### config.mk
export PLATFORM = sky130hd
export DESIGN_NAME = instr_fetch_unit
export DESIGN_NICKNAME = d
export VERILOG_FILES = /design/src/rtl/instr_fetch_unit_pkg.sv /design/src/rtl/instr_fetch_unit_next_pc_logic.sv /design/src/rtl/instr_fetch_unit.sv
export SDC_FILE = /design/constraint.sdc
export NUM_CORES = 1
export LEC_CHECK = 0
export ABC_AREA = 0
export CORE_MARGIN = 2
export CORE_UTILIZATION = 46
export CTS_CLUSTER_SIZE = 20
export DETAILED_ROUTE_END_ITERATION = 8
export PLACE_DENSITY = 0.83
export SLEW_MARGIN = 20
export SYNTH_ARGS = -nofsm -noshare
export SYNTH_HDL_FRONTEND = slang
export SYNTH_SLANG_ARGS = --single-unit
export TNS_END_PERCENT = 100
### constraint.sdc
create_clock -name clk -period 4.8 [get_ports clk]
set_input_delay 1.2 -clock clk [delete_from_list [all_inputs] [get_ports clk]]
set_output_delay 1.2 -clock clk [all_outputs]
set_load 0.05 [all_outputs]
### src/rtl/instr_fetch_unit_pkg.sv
// Shared definitions for the instruction fetch unit: FSM encoding, reset PC
// default and instruction field positions.
package instr_fetch_unit_pkg;

  typedef enum logic [1:0] {
    IDLE  = 2'd0,
    FETCH = 2'd1,
    HOLD  = 2'd2
  } fetch_state_e;

  localparam logic [31:0] DEFAULT_RESET_PC = 32'h0000_0000;

  localparam int OPCODE_MSB = 31;
  localparam int OPCODE_LSB = 26;
  localparam int JIDX_MSB   = 25;
  localparam int IMM_MSB    = 15;

endpackage

### src/rtl/instr_fetch_unit_next_pc_logic.sv
// Purely combinational next-PC selection from the resolved control flags,
// plus the jr-target misalignment flag.
module next_pc_logic
  import instr_fetch_unit_pkg::*;
(
  input  logic [31:0] pc,
  input  logic [31:0] instr,
  input  logic        branch,
  input  logic        bne,
  input  logic        zero,
  input  logic        jump,
  input  logic        jal,
  input  logic        jr,
  input  logic [31:0] rs_data,
  output logic [31:0] next_pc,
  output logic        misaligned
);

  logic        [31:0] pc4;
  logic signed [31:0] br_off;
  logic        [31:0] btgt;
  logic        [31:0] jtgt;
  logic               taken;

  // All additions wrap modulo 2^32 by construction of the 32-bit widths.
  assign pc4    = pc + 32'd4;
  assign br_off = $signed({{14{instr[IMM_MSB]}}, instr[IMM_MSB:0], 2'b00});
  assign btgt   = pc4 + $unsigned(br_off);
  assign jtgt   = {pc4[31:28], instr[JIDX_MSB:0], 2'b00};
  assign taken  = (branch & zero) | (bne & ~zero);

  always_comb begin
    next_pc = pc4;
    if (jr)
      next_pc = {rs_data[31:2], 2'b00};
    else if (jump | jal)
      next_pc = jtgt;
    else if (taken)
      next_pc = btgt;
  end

  assign misaligned = jr & (|rs_data[1:0]);

endmodule

### src/rtl/instr_fetch_unit.sv
// Multi-cycle in-order fetch: holds the PC, fetches one word per downstream
// ack over a ready handshake, and advances the PC from resolved control flags.
module instr_fetch_unit
  import instr_fetch_unit_pkg::*;
#(
  parameter logic [31:0] RESET_PC = DEFAULT_RESET_PC
) (
  input  logic        clk,
  input  logic        reset,
  output logic        imem_req,
  output logic [31:0] imem_addr,
  input  logic        imem_ready,
  input  logic [31:0] imem_rdata,
  output logic        instr_valid,
  output logic [31:0] instr,
  output logic [5:0]  opcode,
  output logic [31:0] pc_out,
  output logic [31:0] link_addr,
  input  logic        instr_ack,
  input  logic        branch,
  input  logic        bne,
  input  logic        zero,
  input  logic        jump,
  input  logic        jal,
  input  logic        jr,
  input  logic [31:0] rs_data,
  output logic        addr_err
);

  fetch_state_e state, state_nxt;
  logic [31:0]  pc;
  logic [31:0]  next_pc;
  logic         misaligned;
  logic         fetch_done;
  logic         retire;

  next_pc_logic u_next_pc (
    .pc         (pc),
    .instr      (instr),
    .branch     (branch),
    .bne        (bne),
    .zero       (zero),
    .jump       (jump),
    .jal        (jal),
    .jr         (jr),
    .rs_data    (rs_data),
    .next_pc    (next_pc),
    .misaligned (misaligned)
  );

  always_ff @(posedge clk or posedge reset) begin
    if (reset) state <= IDLE;
    else       state <= state_nxt;
  end

  // imem_ready only matters in FETCH and instr_ack only in HOLD.
  always_comb begin
    state_nxt  = state;
    fetch_done = 1'b0;
    retire     = 1'b0;
    case (state)
      IDLE:  state_nxt = FETCH;
      FETCH: if (imem_ready) begin
        fetch_done = 1'b1;
        state_nxt  = HOLD;
      end
      HOLD:  if (instr_ack) begin
        retire    = 1'b1;
        state_nxt = FETCH;
      end
      default: state_nxt = IDLE;
    endcase
  end

  always_ff @(posedge clk or posedge reset) begin
    if (reset) begin
      pc       <= RESET_PC;
      instr    <= 32'h0;
      addr_err <= 1'b0;
    end else begin
      if (fetch_done) instr <= imem_rdata;
      if (retire) begin
        pc <= next_pc;
        if (misaligned) addr_err <= 1'b1;
      end
    end
  end

  // The PC only advances on retire, so it still names the held instruction.
  assign imem_req    = (state == FETCH);
  assign imem_addr   = pc;
  assign instr_valid = (state == HOLD);
  assign pc_out      = pc;
  assign link_addr   = pc + 32'd4;
  assign opcode      = instr[OPCODE_MSB:OPCODE_LSB];

endmodule
==> results of run 1 <==
[state kept, by name, summed over array words and instances, names as in the netlist]
| signal | count |
|---|---|
| addr_err | 1 |
| imem_addr | 30 |
| instr | 32 |
| state | 2 |
[layout make-up]
type                    instances  area (µm²)
fillers                       999        4130
multi-input cells             534        3530
repair buffers                210        2080
flip-flops and latches         65        1630
clock buffers                  12         256
well taps                     147         184
inverters                      14        52.6
clock inverters                 4        51.3
[kinds of logic after synthesis]
family | Yosys count | synth area share [%]
simple gates | 226 | 18.2
compound gates | 185 | 21.8
buf+inv | 82 | 8.33
flops | 65 | 29.1
xor+xnor | 45 | 7.06
fa+ha+maj | 37 | 8.42
mux | 35 | 7.01
other cells | 1 | 0.0671
[worst reg2reg max path, stage by stage (launching register included)]
cell	delay, ps
dfrtp_1	470
ha_1	280
nand3_1	190
or3_1	480
nand2b_1	210
xnor2_2	170
ha_1	360
and2_4	160
or2_1	230
a21o_1	180
a21o_1	230
a21oi_2	150
o21ai_1	70
a21o_1	190
o21a_1	190
or4b_1	470
nand3_1	90
[worst max-delay path by stage]
stage	start	end	depth (start not counted)	slack, ps
2_1_floorplan	imem_addr[3]$_DFFE_PP0P_	imem_addr[31]$_DFFE_PP0P_	15	80
3_5_place_dp	imem_addr[3]$_DFFE_PP0P_	link_addr[28]	7	650
5_1_grt	imem_addr[3]$_DFFE_PP0P_	link_addr[28]	7	60
3_3_place_gp	imem_addr[8]$_DFFE_PP0P_	link_addr[29]	7	770
6_report	imem_addr[3]$_DFFE_PP0P_	link_addr[28]	7	270
4_1_cts	imem_addr[3]$_DFFE_PP0P_	link_addr[28]	7	280
[synth_stat cells (25+ instances only)]
cell type	count
nand2_1	78
xnor2_1	31
nor2_1	73
mux2_2	33
a21oi_1	58
clkbuf_1	25
nand3_1	25
o21ai_0	36
buf_4	42
dfrtp_1	65
ha_1	36
[layer usage]
metal	vias up	global-route usage, %	wire, µm
met5	-	0	0
met4	0	8.62	433
met3	34	6.93	1380
met2	255	47.6	9170
met1	2756	36.5	7540
li1	2690	-	-
[per-stage QoR]
step / instances / utilization [%] / setup slack [ps]
after global placement: 970 / 62.8 / 770
after global routing: 986 / 65.3 / 64.5
after floorplan: 681 / - / 75.4
after CTS: 986 / 65.3 / 280
after detailed placement: 970 / 62.8 / 646
final: 986 / 65.3 / 271
==> run metrics, run 1 <==
slew at the pin with the worst max-slew slack between 1000 and 1500 ps; CP bufs+invs 1; max-cap viol count 0; slowest cell delay on critical path a little under 900 ps; area fraction of the dominant cell type after synthesis slightly below 30%; finished layout cell area roughly 0.0078 mm²; via count of the first global-routing pass 5,555; die boundary width 114 µm; total grt overflow 0; number of distinct library cell variants in the gate-level netlist after synthesis 61; detailed-route vias per instance 5.82; initial standard-cell utilization of the core a little under half; number of antenna violations at the first check in global routing 0; status finished, final reports clean; mapped cell area ~0.0056 mm²; Core Area between 0.01 and 0.015 mm²; Synth area leaders dfrtp_1 (29%), ha_1 (8.1%), mux2_2 (6.7%); most common flop cell mapped by yosys dfrtp_1; hold depth 1; DRC violations left 0; highest-count cells in the layout ignoring fill and taps clkdlybuf4s50_1 (203), nand2_1 (78), nor2_1 (72), dfrtp_1 (65), a21oi_1 (58); Synth Area per Inst 8.26 µm²; cell class contributing the biggest share of worst-path delay simple AND/OR/NAND/NOR gates; number of hold violations in the final report 0; vias after detailed routing approximately 5,700; post-synthesis cell type with the largest combined area dfrtp_1; wire length of the first global-routing pass between 20,000 and 30,000 µm; standard cell with the maximum stage delay on the critical path clkdlybuf4s50_1; IO Port Bufs 204; clock insertion delay at the later pin of the skew report between 300 and 400 ps; most prevalent standard cell on the critical path nand3_1; I/O pins 211; clk sink count 65; skew final between 5 and 6 ps; WS Path Type register to output pin; Reg clk slew, reported paths about 60 ps; RSZ-0062 raised after global routing no; endpoint class of the critical path output pin; number of nets in the layout 945; share of synthesized flip-flops with an asynchronous set or reset 100%; minimum setup slack among reg-to-reg paths 610 ps; class of the worst hold path register to register; time the worst path needs with I/O delays and setup roughly 4500 ps; Detailed Place HPWL about 14,000 µm; Reg-to-Reg End imem_addr[31]$_DFFE_PP0P_; hold wc startpoint addr_err$_DFFE_PP0P_; CTS H-tree lvls 3; CTS hold repair buffers 0; floorplan die height 114 µm; area growth from synthesis to layout 39.4%; CTS tree yes; Slew Limit Headroom between 20% and 30%; Post-CTS Repair Setup Buffers 0; highest attainable clock frequency 0.221 GHz; fraction of layout cells with a size suffix above 1 under 10%; leading cell type in the layout, fill and taps excluded clkdlybuf4s50_1; count of state elements after synthesis 65; Placement Cell Area ~0.0075 mm²; maximum number of pins on one net before global-route repair 59; CP arrival ~3300 ps; total CTS buffers 9; cell depth of the worst flop-to-flop path 16; first-iteration detailed-routing DRC count roughly 370; buffers from clock root to sink, at most 2; element type at the critical path start register; cell breakdown of the critical path ha_1 > nand3_1 > or3_1 > nor2_1 > nand3_1 > xnor2_1 > clkdlybuf4s50_1; quantity of gates resized following cts 0; number of flops mapped to enable cells by yosys 0; Worst EP required around 3600 ps; standard-cell row count 40; Worst Hold Path EP addr_err$_DFFE_PP0P_; drt wl/cell approximately 19 µm; Routed Wire Length 18,500 µm; final-report setup violation count 0; number of detailed-route iterations in the first pass 4; aggregate global-route resource usage between 20% and 30%; gate count of the mapped netlist 676; Routed Antenna Nets 0; clock root cell clkbuf_16; sequential fraction of the synthesis area 29.1%; antenna diode instance count 0; final total negative setup slack 0 ps; Max Transition Viols Final 0; DIE AREA between 0.01 and 0.015 mm²; share of the clock period used by the worst path after layout around 94%; final weighted congestion in routability-driven placement between 0.9 and 1; Yosys Warn Count 0; CP max FO 7; worst flop-to-flop path startpoint imem_addr[3]$_DFFE_PP0P_; worst hold margin between 400 and 500 ps
Power of run 1 is left out: the tool's default activity adds up to more than one toggle a clock period on the data nets, which glitch-free logic cannot reach.
==> run 2, diff against run 1 <==
- DONT_BUFFER_PORTS: not set -> 1
- PLACE_DENSITY: 0.83 -> not set
==> run 2 against run 1 <==
Critical path depth is 10 higher. Register-to-register slack got worse by 30 ps. Final cell count down 15%. Utilization decreased by 13 points. Count of clock-buffer cells in the layout did not move. First-iteration DRC count is 38% lower. Critical path type is now register to register. Critical endpoint is now imem_addr[31]$_DFFE_PP0P_.
==> run metrics, run 2 (synthesis results as in run 1) <==
CTS tree yes; clock root cell clkbuf_16; clock insertion delay at the later pin of the skew report roughly 350 ps; endpoint class of the critical path register; first-iteration detailed-routing DRC count 227; max-cap viol count 0; Post-CTS Repair Setup Buffers 0; CTS H-tree lvls 3; RSZ-0062 raised after global routing no; CP max FO 6; number of hold violations in the final report 0; area growth from synthesis to layout 10.8%; total CTS buffers 9; IO Port Bufs 0; register ranked first by flip-flop count instr; via count of the first global-routing pass about 5,000; quantity of gates resized following cts 0; highest attainable clock frequency about 0.24 GHz; I/O pins around 210; fraction of layout cells with a size suffix above 1 about a fifth; standard-cell row count 40; Core Area approximately 0.012 mm²; Routed Antenna Nets 0; slew at the pin with the worst max-slew slack 1010 ps; drt wl/cell roughly 20 µm; status finished, final reports clean; number of detailed-route iterations in the first pass 4; final total negative setup slack 0 ps; max FFs per register 32; number of nets in the layout 798; floorplan die height 114 µm; maximum number of pins on one net before global-route repair approximately 60; CTS hold repair buffers 0; DIE AREA ~0.013 mm²; die boundary width 114 µm; Reg clk slew, reported paths 60 ps; instance count after placement with tap cells included just over 800; highest-count cells in the layout ignoring fill and taps nand2_1 (78), nor2_1 (72), dfrtp_1 (65), buf_4 (63), a21oi_1 (58); share of the clock period used by the worst path after layout between 80% and 90%; vias after detailed routing between 5,000 and 6,000; time the worst path needs with I/O delays and setup 4220 ps; WS Path Type register to register; buffers from clock root to sink, at most 2; skew final around 6.3 ps; Layout Cells excl Fill 841; initial standard-cell utilization of the core 46.9%; class of the worst hold path register to register; clk sink count 65; Detailed Place HPWL roughly 13,000 µm; Slew Limit Headroom around 33%; Routed Wire Length between 15,000 and 20,000 µm; detailed-route vias per instance around 6; Max Transition Viols Final 0; final-report setup violation count 0; CP arrival between 4000 and 5000 ps; leading cell type in the layout, fill and taps excluded nand2_1; number of antenna violations at the first check in global routing 2; total grt overflow 0; Worst EP required between 5000 and 6000 ps; aggregate global-route resource usage 26.0%; DRC violations left 0; final weighted congestion in routability-driven placement about 0.95; element type at the critical path start register; wire length of the first global-routing pass between 20,000 and 30,000 µm
## run 2: cell types whose count changed in the layout (fill, tap and decap cells not counted)
cell | previous run | this run
buf_2 | 1 | 0
clkinv_4 | 1 | 0
clkdlybuf4s50_1 | 203 | 0
diode_2 | 0 | 2
clkbuf_8 | 2 | 3
buf_4 | 6 | 63
clkbuf_1 | 1 | 0
clkinvlp_4 | 1 | 2
## run 2: area by class of cell
cell class / count / area, µm²
multi-input cells: 534 / 3530
flip-flops and latches: 65 / 1630
clock buffers: 12 / 267
clock inverters: 4 / 50.0
well taps: 147 / 184
repair buffers: 63 / 473
fillers: 1127 / 5720
inverters: 14 / 52.6
diodes: 2 / 5.00
## run 2: worst paths after layout
check / startpoint / to / slack, ps / cells after the start
max in group asynchronous: reset / imem_addr[17]$_DFFE_PP0P_ / 3010 / 2
min: state[1]$_DFFE_PP0P_ / state[0]$_DFFE_PP0P_ / 510 / 1
min reg2reg: state[1]$_DFFE_PP0P_ / state[0]$_DFFE_PP0P_ / 510 / 1
min in group asynchronous: reset / instr[2]$_DFFE_PP0P_ / 850 / 1
max: imem_addr[2]$_DFFE_PP0P_ / imem_addr[31]$_DFFE_PP0P_ / 580 / 17
max reg2reg: imem_addr[2]$_DFFE_PP0P_ / imem_addr[31]$_DFFE_PP0P_ / 580 / 17
## run 2: per-stage QoR
stage	util [%]	hold slack (ps)	instance area (µm²)	worst slack [ps]
2_1_floorplan	-	455	5610	75.4
3_3_place_gp	49.3	475	5870	716
3_5_place_dp	49.3	495	5870	629
4_1_cts	51.9	508	6180	617
5_1_grt	51.9	529	6190	355
6_report	52.0	511	6190	581
## run 2: layer usage
layer / share of wire, % / global-route usage, % / vias up
met1: 41 / 32.2 / 2413
met5: 0 / 0 / -
met3: 7.9 / 7.20 / 18
li1: - / - / 2404
met2: 49 / 43.5 / 218
met4: 1.4 / 9.59 / 0
## run 2: worst max-delay path: stages, from the launching register on
cell and delay [ps]:
dfrtp_1 350, ha_1 230, nand3_1 150, or3_1 500, nand2b_1 220, xnor2_2 140
buf_4 200, ha_1 370, and2_4 170, or2_1 230, a21o_1 180, a21o_1 230
a21oi_2 150, o21ai_1 60, a21o_1 190, o21a_1 190, or4b_1 470, nand3_1 90
Power of run 2 is left out for the same reason.
